===== src/rtl/mergesort_accel_if.sv =====
// Pipeline-side handshake and array access port for the mergesort accelerator.
// The pipeline drives through master; the accelerator uses slave.
interface mergesort_accel_if #(
  parameter int DATA_W = 32,
  parameter int ADDR_W = 3
);
  logic              start;
  logic              wr_en;
  logic [ADDR_W-1:0] wr_addr;
  logic [DATA_W-1:0] wr_data;
  logic [ADDR_W-1:0] rd_addr;
  logic [DATA_W-1:0] rd_data;
  logic              busy;
  logic              done;

  modport master (
    output start, wr_en, wr_addr, wr_data, rd_addr,
    input  rd_data, busy, done
  );

  modport slave (
    input  start, wr_en, wr_addr, wr_data, rd_addr,
    output rd_data, busy, done
  );
endinterface


===== src/rtl/mergesort_accel.sv =====
// Bottom-up stable ping-pong merge sort over two N-entry banks, one element per cycle.
// Define MERGESORT_SIGNED_EN to compare elements as two's-complement instead of unsigned.
module mergesort_accel #(
  parameter int N      = 8,
  parameter int DATA_W = 32,
  parameter int ADDR_W = $clog2(N)
) (
  input logic              clock,
  input logic              reset,
  mergesort_accel_if.slave bus
);

  // Run indices need to reach hi+width (up to 3N/2) without wrapping.
  localparam int IDX_W = ADDR_W + 2;

  typedef enum logic [1:0] {IDLE, MERGE, FINISH} state_t;

  state_t            state;
  logic              sel;
  logic              src;
  logic              busy_r;
  logic              done_r;
  logic [IDX_W-1:0]  width;
  logic [IDX_W-1:0]  i;
  logic [IDX_W-1:0]  j;
  logic [ADDR_W-1:0] k;

  logic [DATA_W-1:0] bank0 [N];
  logic [DATA_W-1:0] bank1 [N];

  function automatic logic le_fn(input logic [DATA_W-1:0] a, input logic [DATA_W-1:0] b);
`ifdef MERGESORT_SIGNED_EN
    logic signed [DATA_W-1:0] sa;
    logic signed [DATA_W-1:0] sb;
    sa = a;
    sb = b;
    return sa <= sb;
`else
    return a <= b;
`endif
  endfunction

  logic [IDX_W-1:0]  k_x, width2, lo, mid, hi;
  logic [DATA_W-1:0] elem_i, elem_j, pick;
  logic              take_left;

  always_comb begin
    k_x       = IDX_W'(k);
    width2    = width << 1;
    lo        = k_x & ~(width2 - IDX_W'(1));
    mid       = lo + width;
    hi        = lo + width2;
    elem_i    = src ? bank1[i[ADDR_W-1:0]] : bank0[i[ADDR_W-1:0]];
    elem_j    = src ? bank1[j[ADDR_W-1:0]] : bank0[j[ADDR_W-1:0]];
    // Ties favour the left run, which keeps the sort stable.
    take_left = (i < mid) && ((j >= hi) || le_fn(elem_i, elem_j));
    pick      = take_left ? elem_i : elem_j;
  end

  logic              we0, we1;
  logic [ADDR_W-1:0] w_idx;
  logic [DATA_W-1:0] w_val;

  always_comb begin
    we0   = 1'b0;
    we1   = 1'b0;
    w_idx = '0;
    w_val = '0;
    if (state == IDLE && bus.wr_en) begin
      we0   = ~sel;
      we1   = sel;
      w_idx = bus.wr_addr;
      w_val = bus.wr_data;
    end else if (state == MERGE) begin
      we0   = src;
      we1   = ~src;
      w_idx = k;
      w_val = pick;
    end
  end

  for (genvar g = 0; g < N; g++) begin : g_bank
    always_ff @(posedge clock or negedge reset) begin
      if (!reset) begin
        bank0[g] <= '0;
        bank1[g] <= '0;
      end else begin
        if (we0 && w_idx == ADDR_W'(g)) bank0[g] <= w_val;
        if (we1 && w_idx == ADDR_W'(g)) bank1[g] <= w_val;
      end
    end
  end

  always_ff @(posedge clock or negedge reset) begin
    if (!reset) begin
      state  <= IDLE;
      sel    <= 1'b0;
      src    <= 1'b0;
      busy_r <= 1'b0;
      done_r <= 1'b0;
      width  <= '0;
      i      <= '0;
      j      <= '0;
      k      <= '0;
    end else begin
      done_r <= 1'b0;
      case (state)
        IDLE: begin
          if (bus.start) begin
            state  <= MERGE;
            busy_r <= 1'b1;
            src    <= sel;
            width  <= IDX_W'(1);
            k      <= '0;
            i      <= '0;
            j      <= IDX_W'(1);
          end
        end
        MERGE: begin
          if (k == ADDR_W'(N - 1)) begin
            // Pass complete: destination becomes the next source.
            src   <= ~src;
            width <= width2;
            k     <= '0;
            i     <= '0;
            j     <= width2;
            if (width2 == IDX_W'(N)) state <= FINISH;
          end else if (k_x + IDX_W'(1) == hi) begin
            k <= k + ADDR_W'(1);
            i <= hi;
            j <= hi + width;
          end else begin
            k <= k + ADDR_W'(1);
            if (take_left) i <= i + IDX_W'(1);
            else           j <= j + IDX_W'(1);
          end
        end
        FINISH: begin
          sel    <= src;
          done_r <= 1'b1;
          busy_r <= 1'b0;
          state  <= IDLE;
        end
        default: state <= IDLE;
      endcase
    end
  end

  assign bus.busy    = busy_r;
  assign bus.done    = done_r;
  assign bus.rd_data = busy_r ? '0 : (sel ? bank1[bus.rd_addr] : bank0[bus.rd_addr]);

endmodule


===== src/flat_wrapper.sv =====
// flat-port wrapper written by rule: the top's interface ports become plain ports
module mergesort_accel_flat 
#(
  parameter int N      = 8,
  parameter int DATA_W = 32,
  parameter int ADDR_W = $clog2(N)
)
  (clock, reset, bus_start, bus_wr_en, bus_wr_addr, bus_wr_data, bus_rd_addr, bus_rd_data, bus_busy, bus_done);
  mergesort_accel_if #(.DATA_W(DATA_W), .ADDR_W(ADDR_W)) bus_i ();
  input logic clock;
  input logic reset;
  input wire logic [$bits(bus_i.start)-1:0] bus_start;
  input wire logic [$bits(bus_i.wr_en)-1:0] bus_wr_en;
  input wire logic [$bits(bus_i.wr_addr)-1:0] bus_wr_addr;
  input wire logic [$bits(bus_i.wr_data)-1:0] bus_wr_data;
  input wire logic [$bits(bus_i.rd_addr)-1:0] bus_rd_addr;
  output wire logic [$bits(bus_i.rd_data)-1:0] bus_rd_data;
  output wire logic [$bits(bus_i.busy)-1:0] bus_busy;
  output wire logic [$bits(bus_i.done)-1:0] bus_done;
  assign bus_i.start = bus_start;
  assign bus_i.wr_en = bus_wr_en;
  assign bus_i.wr_addr = bus_wr_addr;
  assign bus_i.wr_data = bus_wr_data;
  assign bus_i.rd_addr = bus_rd_addr;
  assign bus_rd_data = bus_i.rd_data;
  assign bus_busy = bus_i.busy;
  assign bus_done = bus_i.done;
  mergesort_accel #(.N(N), .DATA_W(DATA_W), .ADDR_W(ADDR_W)) u_core (.clock(clock), .reset(reset), .bus(bus_i));
endmodule

===== config.mk =====
export PLATFORM = sky130hd
export DESIGN_NAME = mergesort_accel_flat
export DESIGN_NICKNAME = d
export VERILOG_FILES = /design/src/rtl/mergesort_accel_if.sv /design/src/rtl/mergesort_accel.sv /design/src/flat_wrapper.sv
export SDC_FILE = /design/constraint.sdc
export NUM_CORES = 1
export LEC_CHECK = 0
export BUFFER_PORTS_ARGS = -buffer_cell sky130_fd_sc_hd__buf_2
export CORE_MARGIN = 3
export CORE_UTILIZATION = 40
export CTS_CLUSTER_DIAMETER = 80
export DETAILED_ROUTE_END_ITERATION = 12
export SLEW_MARGIN = 20
export SYNTH_ARGS = -nofsm -noshare
export SYNTH_HDL_FRONTEND = slang
export SYNTH_SLANG_ARGS = --single-unit

===== constraint.sdc =====
create_clock -name clock -period 3.9 [get_ports clock]
set_input_delay 0.78 -clock clock [delete_from_list [all_inputs] [get_ports clock]]
set_output_delay 0.78 -clock clock [all_outputs]
set_load 0.01 [all_outputs]

### Yosys cells after proc, flatten, opt, wreduce, memory -nomap -nowiden

Cells that the tools add are included.

| word-level totals | value |
|---|---|
| register bits | 536 |
| input port bits | 42 |
| output and inout port bits | 34 |
| logic and storage cells | 148 |

| operators by class | value |
|---|---|
| add/sub/neg operators | 8 |
| magnitude comparators | 6 |
| equal/unequal tests | 17 |
| multiplexer cells | 56 |
| bitwise operators | 7 |
| reduce and logical (&&, ||, !) cells | 29 |

Operators by type and width:

| operator | number |
|---|---|
| two-way mux 32 bit | 19 |
| binary-select mux 32 bit (select 3 bit) | 6 |
| two-way mux 5 bit | 9 |
| less-or-equal comparator 32 bit | 1 |
| one-hot mux 5 bit (2 select lines) | 3 |
| logical AND 1 bit | 18 |
| adder 5 bit | 3 |
| equality test 3 bit (second input constant) | 5 |
| >= comparator 4 bit (second input constant) | 3 |
| two-way mux 3 bit | 4 |
| inverter 3 -> 4 bit | 3 |
| AND reduction 3 bit | 4 |
| adder 5 x 1 -> 5 bit (second input constant) | 2 |
| two-way mux 1 bit | 8 |
| equality test 3 x 2 -> 1 bit (second input constant) | 2 |
| two-way mux 2 bit | 3 |
| != test 2 bit (second input constant) | 3 |
| one-hot mux 3 bit (2 select lines) | 1 |
| AND 3 x 5 -> 5 bit | 1 |
| equality test 5 bit | 1 |
| >= comparator 5 bit | 1 |
| < comparator 5 bit | 1 |
| inverter 5 bit | 1 |
| subtractor 5 x 1 -> 5 bit (second input constant) | 1 |
| other kinds (16) | 20 |

### Longest topological paths before layout

| logic depth | value |
|---|---|
| word-level depth | 12 |
| mapped depth | 19 |
| mapped depth without buffers | 15 |

### Least setup slack after synthesis

No wires, ideal clock.

| path | value |
|---|---|
| kind | reg-to-reg |
| from | reg u_core.i[0] |
| to | reg u_core.bank1[236] (netlist name) |
| setup time | 78 ps |
| arrival time | 4030 ps |
| required time | 3822 ps |
| slack | -208 ps |
| stages on the path, launching flop included | 15 |
| path buffers | 5 |
| period minus slack after synthesis | 4108 ps |
| path through | dfrtp_1 buf_2 buf_6 buf_2 mux4_2 mux4_2 ha_1 nand4_1 or4_1 nor2_1 a211oi_4 clkbuf_1 o311a_2 buf_4 a21oi_1 |

| on the way | value |
|---|---|
| cells in the longest elaborated chain, start to end | 11 |
| elaborated cells between the ends (all ways) | 15 |
| classes of those cells | order compare (2); mux (10); bitwise (1); reduce/logical (2) |

Ends and longest elaborated chain:

| what | RTL line | RTL |
|---|---|---|
| from (decl) | mergesort_accel.sv:24 | `logic [IDX_W-1:0] i;` |
| from (signal assigned) | mergesort_accel.sv:130 | `i <= hi;` |
| from (signal assigned) | mergesort_accel.sv:134 | `if (take_left) i <= i + IDX_W'(1);` |
| inverter 3 -> 4 bit (implied by the code) | mergesort_accel.sv:53 | `elem_i = src ? bank1[i[ADDR_W-1:0]] : bank0[i[ADDR_W-1:0]];` |
| binary-select mux 32 bit (select 3 bit) | mergesort_accel.sv:53 |  |
| two-way mux 32 bit (implied by the code) (2 in a row) | mergesort_accel.sv:53 |  |
| two-way mux 32 bit | mergesort_accel.sv:53 |  |
| less-or-equal comparator 32 bit | mergesort_accel.sv:39 | `return a <= b;` |
| logical OR 1 bit | mergesort_accel.sv:56 | `take_left = (i < mid) && ((j >= hi) \|\| le_fn(elem_i, elem_j));` |
| logical AND 1 bit | mergesort_accel.sv:56 |  |
| two-way mux 32 bit (*) | mergesort_accel.sv:57 | `pick = take_left ? elem_i : elem_j;` |
| two-way mux 32 bit (*) | mergesort_accel.sv:74 | `end else if (state == MERGE) begin` |
| two-way mux 32 bit (*) | mergesort_accel.sv:69 | `if (state == IDLE && bus.wr_en) begin` |
| to (signal, indexed assignment) | mergesort_accel.sv:89 | `if (we1 && w_idx == ADDR_W'(g)) bank1[g] <= w_val;` |
| to (decl) | mergesort_accel.sv:29 | `logic [DATA_W-1:0] bank1 [N];` |

Every way passes the cells marked *; elsewhere a longest branch is shown, timed or not. The select of a mux whose other input is x is not followed.
A chain may end at the register's enable or synchronous reset.

### Final worst setup path

| path | value |
|---|---|
| from | reg u_core.i[0] |
| to | reg u_core.bank0[210] (netlist name) |

| on the way | value |
|---|---|
| cells in the longest elaborated chain, start to end | 11 |
| elaborated cells between the ends (all ways) | 15 |
| classes of those cells | order compare (2); mux (10); bitwise (1); reduce/logical (2) |

Ends and longest elaborated chain:

| what | RTL line | RTL |
|---|---|---|
| inverter 3 -> 4 bit (implied by the code) | mergesort_accel.sv:53 |  |
| binary-select mux 32 bit (select 3 bit) | mergesort_accel.sv:53 |  |
| two-way mux 32 bit (implied by the code) (2 in a row) | mergesort_accel.sv:53 |  |
| two-way mux 32 bit | mergesort_accel.sv:53 |  |
| less-or-equal comparator 32 bit | mergesort_accel.sv:39 |  |
| logical OR 1 bit | mergesort_accel.sv:56 |  |
| logical AND 1 bit | mergesort_accel.sv:56 |  |
| two-way mux 32 bit (*) | mergesort_accel.sv:57 |  |
| two-way mux 32 bit (*) | mergesort_accel.sv:74 |  |
| two-way mux 32 bit (*) | mergesort_accel.sv:69 |  |
| to (signal, indexed assignment) | mergesort_accel.sv:88 | `if (we0 && w_idx == ADDR_W'(g)) bank0[g] <= w_val;` |
| to (decl) | mergesort_accel.sv:28 | `logic [DATA_W-1:0] bank0 [N];` |

Marked as above.

==> impl_metrics.csv <==
group,metric,value,unit
run_status,status,"complete, but fails checks",
run_status,violations,"negative setup slack",
synthesis,yosys_warnings,0,
floorplanning,die_h,294,microns
cts,cts-root-buf,"clkbuf_16",
worst_setup_path,crit_start,"u_core.i[0]",
sta,setup_violations,522,
worst_setup_path,r2r_start,"u_core.i[0]",
worst_hold_path,hp-class,"in2async",
synthesis,synth-edff-count,0,
worst_setup_path,cp-endpoint,"u_core.bank0[210]",
cts,cts_hold_buf,0,
synthesis,synth_cell_types,55,
synthesis,synthesis.instances,2767,
worst_setup_path,end_kind,"flip-flop",
placement,dp_hpwl,68800,microns
worst_setup_path,worstPathMaxFanout,13,
global_routing,grt_pass1_vias,27498,
global_routing,gr-usage-all-layers,0.264,
sta,fin_crit_sh,1.21,
finish,final_cell_mix,"dfrtp_1, mux4_2, buf_4",
sta,worstMarginPinSlew,1.13,ns
finish,nFillCells,6722,
sta,fmax,212,MHz
worst_setup_path,r2r_end,"u_core.bank0[210]",
global_routing,antenna_found_initial,1,
synthesis,synth_top_flop_cell,"dfrtp_1",
worst_setup_path,arrival,5.27,ns
sta,rsz0062_at_grt,"true",
cts,cts_sinks,536,
synthesis,synth.avg_cell_area,12.0,sq um
cts,cts_buffers,61,
finish,final_common_cell,"dfrtp_1",
floorplanning,fp.dieArea,86300,sq um
route,drc,0,
floorplanning,start_util,0.407,
worst_setup_path,start_kind,"flip-flop",
synthesis,netlist_area,33100,sq um
cts,cts.clk_slew.worst_paths,0.06,ns
finish,layout-drive-gt1-share,0.446,
route,ant_nets,0,
floorplanning,die_w,294,microns
route,wl_per_cell,26.9,microns
global_routing,grt_pass1_wl,173000,microns
worst_setup_path,required,4.45,ns
global_routing,grt_max_degree,139,
synthesis,syn-num-nets,2862,
worst_setup_path,crit_type,"reg2reg",
sta,slew_headroom,0.245,
sta,fin_crit,4.71,ns
synthesis,async_flop_share,1.00,
placement,globalplace.congestion,0.855,
route,dr_total_vias,27087,
sta,fin_ws,-0.811,ns
route,vias_per_cell,6.34,
cts,clockBufferDepth,3,
placement,port_buffers,75,
finish,syn2layout_area_growth,27.7,%
finish,nets,3259,
cts,h-tree-depth,2,
worst_setup_path,reg2reg_slack,-0.81,ns
worst_setup_path,reg2regPathDepth,17,
global_routing,overflow,0,
finish,fin_util,0.520,
finish,diodes,0,
route,drtIter0Drc,3267,
sta,fin_skew,0.0368,ns
cts,clk_latency,0.66,ns
cts,tritoncts,"yes",
sta,slew_violations,0,
synthesis,yosysSeqAreaShare,0.405,
floorplanning,core,81300,sq um
placement,dp_slack,-1.22,ns
floorplanning,rows,104,
route,dr.pass1.iters,8,
synthesis,synth-seq-cells,536,
floorplanning,ios,76,
run,maxCapViolCount,0,
sta,final-hold-violation-count,0,
route,routed_wirelength,115000,microns
[per-stage QoR]
step / hold WS, ns / std cells / setup TNS [ns] / area (sq um)
after detailed placement: 0.504 / 4090 / -564.48 / 38500
after global routing: 0.0981 / 4275 / -410.89 / 42300
after CTS: 0.0671 / 4246 / -355.17 / 41600
final: 0.0775 / 4275 / -359.90 / 42300
after global placement: 0.491 / 4090 / -516.91 / 38500
after floorplan: 0.477 / 2767 / -18.37 / 34000
[what timing repair did]
item | 4_1_cts | 5_1_grt
endpoints found under the setup margin | 522 | 522
gates resized for setup | 108 | 130
pin swaps | 33 | 22
setup buffers | 28 | 18
gates cloned | 14 | 11
[layout make-up]
class                   instances  area [sq um]  share of cell area
inverters                      47           180             0.00426
multi-input cells            1921         19500               0.461
clock inverters                33           384             0.00908
flip-flops and latches        536         13400               0.318
well taps                    1060          1330              0.0314
clock buffers                  81          1740              0.0412
repair buffers                597          5730               0.135
[flip-flops by register name (all words and copies together), names as in the netlist]
| signal | flops |
|---|---|
| u_core.i | 5 |
| u_core.state | 2 |
| u_core.src | 1 |
| u_core.j | 5 |
| u_core.k | 3 |
| u_core.bank0 | 256 |
| u_core.width | 5 |
| u_core.bus.busy | 1 |
| u_core.bus.done | 1 |
| u_core.bank1 | 256 |
| u_core.sel | 1 |
[kinds of logic after synthesis]
family	share of synthesized area
AO/OA/AOI/OAI	0.109
multiplexers	0.328
buffers and inverters	0.0463
XOR/XNOR	0.00317
AND/OR/NAND/NOR	0.0886
flip-flops	0.405
adder cells (fa/ha/maj)	0.0205
[worst max-delay path, stage by stage (launching register included)]
cell	delay, ns
dfrtp_4	0.46
buf_12	0.17
buf_12	0.14
buf_12	0.12
mux4_2	0.49
mux4_2	0.55
ha_4	0.30
nand4_1	0.18
buf_4	0.21
or4_4	0.56
nor2_4	0.14
a211oi_4	0.07
buf_6	0.20
buf_12	0.16
buf_12	0.16
buf_4	0.14
o311a_4	0.37
a21oi_1	0.16
[Yosys cell counts (3+ instances only)]
cell type,n,area [sq um]
a21o_1,4,30.0
a21oi_1,367,1840
or2_2,5,31.3
o311a_2,31,349
buf_1,38,143
mux4_2,480,10800
and3_1,3,18.8
a21oi_2,20,175
inv_1,35,131
clkinv_1,12,45.0
nor4_1,3,18.8
o31ai_1,7,52.6
nand3_1,40,200
a22oi_1,4,30.0
dfrtp_1,536,13400
buf_2,24,120
and2_1,4,25.0
nand2b_1,4,25.0
a22o_1,4,35.0
ha_1,51,638
xnor2_1,6,52.6
nor2_1,382,1430
xor2_1,6,52.6
clkbuf_1,155,582
nor2b_1,35,219
mux2i_1,3,30.0
buf_4,37,278
a31oi_1,6,37.5
nand4_1,9,56.3
nand2_1,227,852
o21ai_0,179,896
a211oi_1,3,22.5
buf_6,21,236
[layer usage]
metal	wire, microns	global-route usage	up-vias
li1	-	-	11335
met1	43700	0.352	13982
met4	4430	0.101	0
met3	10800	0.0551	276
met5	0	0	-
met2	55900	0.430	1494
[how the worst min path moves through the flow]
stage,startpoint,end,slack [ns],cells after the start
after detailed placement,u_core.bank0[189],u_core.bank0[189],0.50,2
after global placement,u_core.bank1[167],u_core.bank1[167],0.49,2
after CTS,reset,u_core.bank1[169],0.07,1
after global routing,reset,u_core.bank0[191],0.1,1
after floorplan,reset,u_core.bank0[0],0.48,0
final,reset,u_core.bank0[125],0.08,1
Power is not shown: default switching activity piles up to over one toggle a cycle in this logic, so the estimate is an artifact.
